### src/rtl/pipe_pkg.sv
// Shared definitions for the pipeline control slice.
// Holds the opcode and funct3 constants, the ALU operation encoding and the
// packed control bundle that travels D -> E -> M -> W.
package pipe_pkg;

  localparam logic [6:0] OP_LOAD  = 7'b0000011;
  localparam logic [6:0] OP_STORE = 7'b0100011;
  localparam logic [6:0] OP_R     = 7'b0110011;
  localparam logic [6:0] OP_I     = 7'b0010011;

  localparam logic [2:0] F3_WORD = 3'b010;
  localparam logic [2:0] F3_BYTE = 3'b000;

  typedef enum logic [2:0] {
    ALU_ADD = 3'b000,
    ALU_SUB = 3'b001,
    ALU_AND = 3'b010,
    ALU_OR  = 3'b011,
    ALU_XOR = 3'b100,
    ALU_SLT = 3'b101
  } alu_op_t;

  // mem_to_reg doubles as the "this is a load" flag used by the interlock.
  typedef struct packed {
    logic    reg_write;
    logic    mem_write;
    logic    mem_to_reg;
    logic    alu_src;
    logic    imm_i;
    logic    byte_sel;
    alu_op_t alu_op;
    logic [4:0] rd;
  } ctrl_t;

  localparam ctrl_t CTRL_NOP = '0;

endpackage

### src/rtl/ctrl_decode.sv
// Combinational instruction decoder.
// Ports:
//   instr  in  32        instruction in the decode stage
//   ctrl   out ctrl_t    decoded control bundle; all-zero for anything that
//                        is not a supported instruction or writes x0
module ctrl_decode
  import pipe_pkg::*;
(
  input  logic [31:0] instr,
  output ctrl_t       ctrl
);

  logic [6:0] opcode;
  logic [2:0] funct3;
  logic [6:0] funct7;
  logic [4:0] rd;
  logic       unused_rs;

  assign opcode    = instr[6:0];
  assign funct3    = instr[14:12];
  assign funct7    = instr[31:25];
  assign rd        = instr[11:7];
  // Source register fields only matter to the hazard check in the top.
  assign unused_rs = ^instr[24:15];

  always_comb begin
    // NOTE: every field gets a default before the case so no path can infer a latch.
    ctrl = CTRL_NOP;
    case (opcode)
      OP_LOAD: begin
        if (funct3 == F3_WORD || funct3 == F3_BYTE) begin
          ctrl.reg_write  = 1'b1;
          ctrl.mem_to_reg = 1'b1;
          ctrl.alu_src    = 1'b1;
          ctrl.imm_i      = 1'b1;
          ctrl.byte_sel   = (funct3 == F3_BYTE);
        end
      end
      OP_STORE: begin
        if (funct3 == F3_WORD || funct3 == F3_BYTE) begin
          ctrl.mem_write = 1'b1;
          ctrl.alu_src   = 1'b1;
          ctrl.byte_sel  = (funct3 == F3_BYTE);
        end
      end
      OP_R: begin
        ctrl.reg_write = 1'b1;
        case ({funct7, funct3})
          10'b0000000_000: ctrl.alu_op = ALU_ADD;
          10'b0100000_000: ctrl.alu_op = ALU_SUB;
          10'b0000000_111: ctrl.alu_op = ALU_AND;
          10'b0000000_110: ctrl.alu_op = ALU_OR;
          10'b0000000_100: ctrl.alu_op = ALU_XOR;
          10'b0000000_010: ctrl.alu_op = ALU_SLT;
          default:         ctrl.reg_write = 1'b0;
        endcase
      end
      OP_I: begin
        if (funct3 == 3'b000) begin
          ctrl.reg_write = 1'b1;
          ctrl.alu_src   = 1'b1;
          ctrl.imm_i     = 1'b1;
        end
      end
      default: ctrl = CTRL_NOP;
    endcase

    // A register write to x0 has no architectural effect: collapse to a NOP.
    if (ctrl.reg_write) begin
      if (rd == 5'd0) ctrl = CTRL_NOP;
      else            ctrl.rd = rd;
    end
  end

endmodule

### src/rtl/pipe_ctrl.sv
// Pipeline control: decode, E/M/W control registers and optional load-use
// interlock. Build with PIPE_CTRL_INTERLOCK_EN defined to enable the
// interlock; without it bubbleE is tied low and hazards never stall.
// Ports:
//   clk, reset          clock (rising edge), synchronous active-high reset
//   instrD              instruction in decode
//   dhit                memory ready; 0 freezes every stage
//   pc_en               fetch advance enable
//   LoadD, ByteD        decode-stage immediate / byte selects
//   ALUSrcE, AluControlE execute-stage operand select and ALU op
//   MemWriteM           memory-stage store strobe
//   RegWriteW, MemtoRegW, ByteW  writeback controls
//   bubbleE             execute register loads a NOP at the next edge
module pipe_ctrl
  import pipe_pkg::*;
(
  input  logic        clk,
  input  logic        reset,
  input  logic [31:0] instrD,
  input  logic        dhit,
  output logic        pc_en,
  output logic        LoadD,
  output logic        ByteD,
  output logic        ALUSrcE,
  output logic [2:0]  AluControlE,
  output logic        MemWriteM,
  output logic        RegWriteW,
  output logic        MemtoRegW,
  output logic        ByteW,
  output logic        bubbleE
);

  ctrl_t ctrl_d, ctrl_e, ctrl_m, ctrl_w;
  logic  hazard;
  logic  unused_w;

  ctrl_decode u_decode (
    .instr (instrD),
    .ctrl  (ctrl_d)
  );

`ifdef PIPE_CTRL_INTERLOCK_EN
  // Load in E whose result a decode-stage source needs. Both source fields
  // are compared regardless of format, so a false match only costs a cycle.
  assign hazard = ctrl_e.mem_to_reg && (ctrl_e.rd != 5'd0) &&
                  ((ctrl_e.rd == instrD[19:15]) || (ctrl_e.rd == instrD[24:20]));
`else
  assign hazard = 1'b0;
`endif

  assign pc_en   = dhit & ~hazard & ~reset;
  assign bubbleE = dhit & hazard & ~reset;

  always_ff @(posedge clk) begin
    // NOTE: reset is tested first so it clears the stages even during a memory stall.
    if (reset) begin
      ctrl_e <= CTRL_NOP;
      ctrl_m <= CTRL_NOP;
      ctrl_w <= CTRL_NOP;
    end else if (dhit) begin
      ctrl_e <= hazard ? CTRL_NOP : ctrl_d;
      ctrl_m <= ctrl_e;
      ctrl_w <= ctrl_m;
    end
  end

  assign LoadD       = ctrl_d.imm_i;
  assign ByteD       = ctrl_d.byte_sel;
  assign ALUSrcE     = ctrl_e.alu_src;
  assign AluControlE = ctrl_e.alu_op;
  assign MemWriteM   = ctrl_m.mem_write;
  assign RegWriteW   = ctrl_w.reg_write;
  assign MemtoRegW   = ctrl_w.mem_to_reg;
  // Byte select in writeback only means something for loads.
  assign ByteW       = ctrl_w.byte_sel & ctrl_w.mem_to_reg;

  // Writeback keeps the whole bundle (including rd) although only a few bits drive ports.
  assign unused_w    = ^ctrl_w;

endmodule

### config.mk
export PLATFORM = sky130hd
export DESIGN_NAME = pipe_ctrl
export DESIGN_NICKNAME = d
export VERILOG_FILES = /design/src/rtl/pipe_pkg.sv /design/src/rtl/ctrl_decode.sv /design/src/rtl/pipe_ctrl.sv
export SDC_FILE = /design/constraint.sdc
export NUM_CORES = 1
export LEC_CHECK = 0
export BUFFER_PORTS_ARGS = -buffer_cell sky130_fd_sc_hd__buf_2
export CORE_MARGIN = 1.5
export CORE_UTILIZATION = 40
export CTS_BUF_LIST = sky130_fd_sc_hd__clkbuf_8
export DETAILED_ROUTE_END_ITERATION = 10
export GPL_TIMING_DRIVEN = 1
export PLACE_DENSITY = 0.75
export SETUP_SLACK_MARGIN = 0.2
export SYNTH_ARGS = -nofsm -noshare
export SYNTH_HDL_FRONTEND = slang
export SYNTH_SLANG_ARGS = --single-unit
### constraint.sdc
create_clock -name clk -period 3.6 [get_ports clk]
set_input_delay 0.72 -clock clk [delete_from_list [all_inputs] [get_ports clk]]
set_output_delay 0.72 -clock clk [all_outputs]
set_load 0.1 [all_outputs]
# After elaboration in Yosys (flattened, before gate mapping)
# Index checks and enable logic that the tools add are counted.
# op_classes
n_eq_ne,10
n_bitwise,3
reduce_logical,5
mux,17
# ops
operator,n
equality test 10 x 3 -> 1 bit (second input constant),3
one-hot mux 3 bit (5 select lines),1
equality test 7 x 6 -> 1 bit (second input constant),2
two-way mux 14 bit,1
equality test 10 x 2 -> 1 bit (second input constant),1
equality test 10 x 9 -> 1 bit (second input constant),1
logical NOT 10 bit,1
two-way mux 9 bit,1
equality test 7 x 2 -> 1 bit (second input constant),1
equality test 7 x 5 -> 1 bit (second input constant),1
two-way mux 1 bit,6
one-hot mux 1 bit (3 select lines),2
OR reduction 6 bit,1
logical NOT 5 bit,1
two-way mux 5 bit,1
two-way mux 4 bit,1
one-hot mux 1 bit (2 select lines),2
equality test 3 x 2 -> 1 bit (second input constant),1
logical NOT 3 bit,1
two-way mux 3 bit,1
AND 1 bit,2
two-way mux 2 bit,1
logical OR 1 bit,1
NOT 1 bit,1
# word_totals
word_cells,48
regBits,15

# Logic depth before layout (Yosys ltp)
# depth
word_depth,6
ltp_mapped,5

# Hierarchy
# Synthesis repeated with hierarchy kept, for this count alone.
# unflattened
hier_cells,96
hier_area_um2,865.8
# modules_own_cells
module,area_each_um2,instances,cells_per_inst
pipe_ctrl,589.3,1,55
ctrl_decode,276.5,1,41

# Worst setup path before layout
# Ideal clock, no wire load.
# synth_path
kind,input-to-output
startpoint,in instrD[14]
endpoint,out LoadD
path_buffers,1
stages,3
arrival_ns,3.341
slack_ns,-0.461
path_cell_list,buf_6 > a2111o_1 > nor3_1
# synth_between
elab_chain_len,6
# synth_lines
element,line,text
from (decl),pipe_ctrl.sv:19,"input logic [31:0] instrD,"
branches (longest 5 deep; another with equality test 10 x 9 -> 1 bit),--,
two-way mux 14 bit *,ctrl_decode.sv:69,if (ctrl.reg_write) begin
to (decl),pipe_ctrl.sv:22,"output logic LoadD,"
# Mark *: on every way between the ends.

# Final worst setup path
# layout_path
startpoint,in instrD[3]
endpoint,out ByteD
# layout_between
elab_chain_len,4
# layout_lines
element,line,text
equality test 7 x 6 -> 1 bit / equality test 7 x 2 -> 1 bit (equally long branches),ctrl_decode.sv:29,case (opcode)
one-hot mux 1 bit (2 select lines),ctrl_decode.sv:29,
two-way mux 9 bit,ctrl_decode.sv:70,if (rd == 5'd0) ctrl = CTRL_NOP;
two-way mux 14 bit *,ctrl_decode.sv:69,
to (decl),pipe_ctrl.sv:23,"output logic ByteD,"
# Every way passes the cells marked *; elsewhere a longest branch is shown, timed or not.

==> key figures <==
Clock tree
  • Hold buffer count at cts: 0
  • Number of clock sinks: 15
  • Clock tree root buffer cell: clkbuf_8
  • Max clock buf depth: 2
  • H-tree levels: 1
  • Post-CTS Resized: 0
  • TritonCTS clock tree: done
  • Cts bufs inserted: 3
  • CTS clk-pin slew, worst paths: 0.05 ns
  • Post-CTS Setup Bufs: 0
  • Clock Latency Late Sink: 0.24 ns

Logic synthesis
  • Sequential share of the synthesized area: 0.360
  • Fraction of synthesized area in multiplexers: 0.0961
  • Synth Area in XOR/XNOR: 0.0105
  • Syn Area/Cell: 8.77 µm²
  • FFs w/ async S/R, synth: 0
  • Post-Synth Adder-Cell Area: 0
  • Synth warn: 0
  • Simple-Gate Fraction of Synth Area: 0.297
  • Cell count after synthesis: 95
  • Post-synth EDFFs: 0
  • Largest family of logic cells by synthesized area: simple AND/OR/NAND/NOR gates
  • Post-synthesis net count: 130
  • Synthesized cell area: 833 µm²
  • FF+latch count, synth: 15
  • Top_reg_cell synth: dfxtp_1
  • Synth Area in Compound Gates: 0.153
  • Netlist cell types: 32

Detailed routing
  • Final wirelength: 1.60 mm
  • DRT Pass-1 Iters: 4
  • ANT nets after route: 0
  • Wire length per cell: 10.4 µm
  • Iteration-0 DRC count of the detailed router: 10
  • Drt drc: 0
  • Vias per inst: 5.03
  • DR vias: 769

Min path
  • Hold wc startpoint: ALUSrcE$_SDFFE_PP0P_
  • Hold Path Class: reg2reg
  • Hold path cells: 2
  • Hold endpoint: ALUSrcE$_SDFFE_PP0P_

Floorplanning
  • Die Wd: 48.6 µm
  • Die H: 48.6 µm
  • Area of the die: 2370 µm²
  • # IOs: 47
  • Core ar.: 1960 µm²
  • Row Count: 16
  • Initial core utilization: 0.425

Job
  • MaxCap Viol Count: 0

Finish
  • Inserted Diodes: 0
  • Layout cells sized above 1: 0.357
  • Area delta synth->final: 25.2%
  • Fill cells: 211
  • Nets: 162

Critical path
  • RR Endpoint: ctrl_e[12]$_SDFFE_PP0P_
  • Crit Path Class: in2out
  • Cell Chain, Critical Path: buf_2 -> nor4b_4 -> and2_1 -> nand2_1 -> a2111oi_4 -> buf_2
  • CP top delay family: simple AND/OR/NAND/NOR gates
  • Critical path endpoint category: output port
  • Critical path origin: instrD[3]
  • WP data required: 2.88 ns
  • Arrival time at the worst endpoint: 2.30 ns
  • R2R setup slack: 2.89 ns
  • Critical path's largest stage delay: 0.47 ns
  • Worst Path Max Fanout: 3
  • Worst r2r src: ctrl_e[12]$_SDFFE_PP0P_
  • Worst r2r path cells: 3
  • CP max-delay cell: buf_2
  • Top cell by count, worst path: buf_2
  • WP buf/inv: 2
  • Critical Path Source Type: input port

GRT
  • First-pass GRT wire length: 2.71 mm
  • Overall Global Routing Usage: 0.146
  • Number of global-route vias before repair: 690
  • GR Overflow Total: 0
  • Initial antenna violation count: 0
  • Largest net degree at the start of global routing: 13

Timing
  • Final Skew: 0.00141 ns
  • Fin. max-slew vios: 0
  • Hold Slack: 0.447 ns
  • Fmax: 331 MHz
  • Hold Fails Final Rpt: 0
  • RSZ-0062 raised after global routing: no
  • Endpoints failing setup: 0
  • Tmin final: 3.02 ns
  • Crit share post-route: 0.839
  • Setup TNS: 0 ns

Status
  • Status: completed

Power and ir drop
  • Worst VDD drop: 0.153 mV
  • Pwr/cell area: 332 nW/µm²
  • Leak: 0.465 nW

Placement
  • GP Congestion: 0.829
  • Port bufs: 35
  • HPWL after detailed placement: 1.30 mm
synthesized netlist by cell type (2+ instances only):
master	n	area, µm²
nor2b_1	3	18.8
and2_1	3	18.8
o31ai_1	2	15.0
nand4_1	2	12.5
buf_4	4	30.0
o21ai_0	4	20.0
nand3b_1	2	15.0
dfxtp_1	15	300
nand2b_1	2	12.5
nor3_1	2	10.0
a21oi_1	3	15.0
mux2i_1	8	80.1
o21ai_1	2	10.0
a2111oi_2	2	30.0
buf_6	2	22.5
nor2_1	16	60.1
nand2_1	8	30.0
placed cells by master (no fill, tap or decap), types with 2 or more instances in the layout:
master	synthesis	routed
and2_1	3	3
o21ai_1	2	2
o31ai_1	2	2
nor2_1	16	16
nand2_1	8	8
inv_1	1	2
mux2i_1	8	8
o21ai_0	4	4
nand4_1	2	2
nand2b_1	2	2
buf_2	1	35
dfxtp_1	15	15
a21oi_1	3	3
nor2b_1	3	3
clkbuf_8	0	3
nand3b_1	2	2
layer usage:
metal | GRT usage | share of wire | vias to the layer above
met5 | 0 | 0 | -
met4 | 0.100 | 0.029 | 0
met3 | 0.0216 | 0.080 | 5
met2 | 0.247 | 0.45 | 38
met1 | 0.169 | 0.44 | 330
li1 | - | - | 396
worst register-to-register path, stage by stage, from the launching register on:
cell and delay [ns]:
dfxtp_1 0.31, nor2b_1 0.12, a21oi_1 0.13, nor2_1 0.05
flip-flops by register name, indices dropped and copies added (netlist names):
| register | count |
|---|---|
| ctrl_w | 1 |
| ctrl_e | 4 |
| ctrl_m | 3 |
| ALUSrcE | 1 |
| AluControlE | 3 |
| RegWriteW | 1 |
| MemtoRegW | 1 |
| MemWriteM | 1 |
area by class of cell:
cell class	count	area, µm²	area share
clock buffer	3	41.3	0.0396
inverter	1	3.75	0.00360
multi-input combinational	71	485	0.465
timing repair buffer	35	175	0.168
tap	27	33.8	0.0324
sequential	15	300	0.288
clock inverter	1	3.75	0.00360
power by group:
| group | total (mW) | switching, mW | internal (mW) |
|---|---|---|---|
| combinational | 0.0506 | 0.0321 | 0.0185 |
| clock | 0.130 | 0.0546 | 0.0754 |
| sequential | 0.166 | 0.0000386 | 0.166 |
| total | 0.347 | 0.0867 | 0.260 |
worst max path at each step:
stage,to,cells after the start,slack (ns)
2_1_floorplan,ByteD,4,0.34
3_3_place_gp,ByteD,6,0.61
3_5_place_dp,ByteD,6,0.56
4_1_cts,ByteD,6,0.56
5_1_grt,ByteD,6,0.49
6_report,ByteD,6,0.58
cell families after synthesis:
kind of cell / count (synthesis)
simple gates: 44
compound gates: 17
flops: 15
buf+inv: 9
mux: 8
xor+xnor: 1
other cells: 1
through the flow:
step	cell area (µm²)	utilization	worst slack [ns]	power, mW	cells
floorplan	851	-	0.342	0.203	95
global placement	998	0.509	0.607	0.220	149
detailed placement	998	0.509	0.565	0.220	149
CTS	1040	0.532	0.561	0.351	153
global route	1040	0.532	0.488	0.361	153
finish	1040	0.532	0.579	0.347	153
Power figures use the tool's default switching activity.
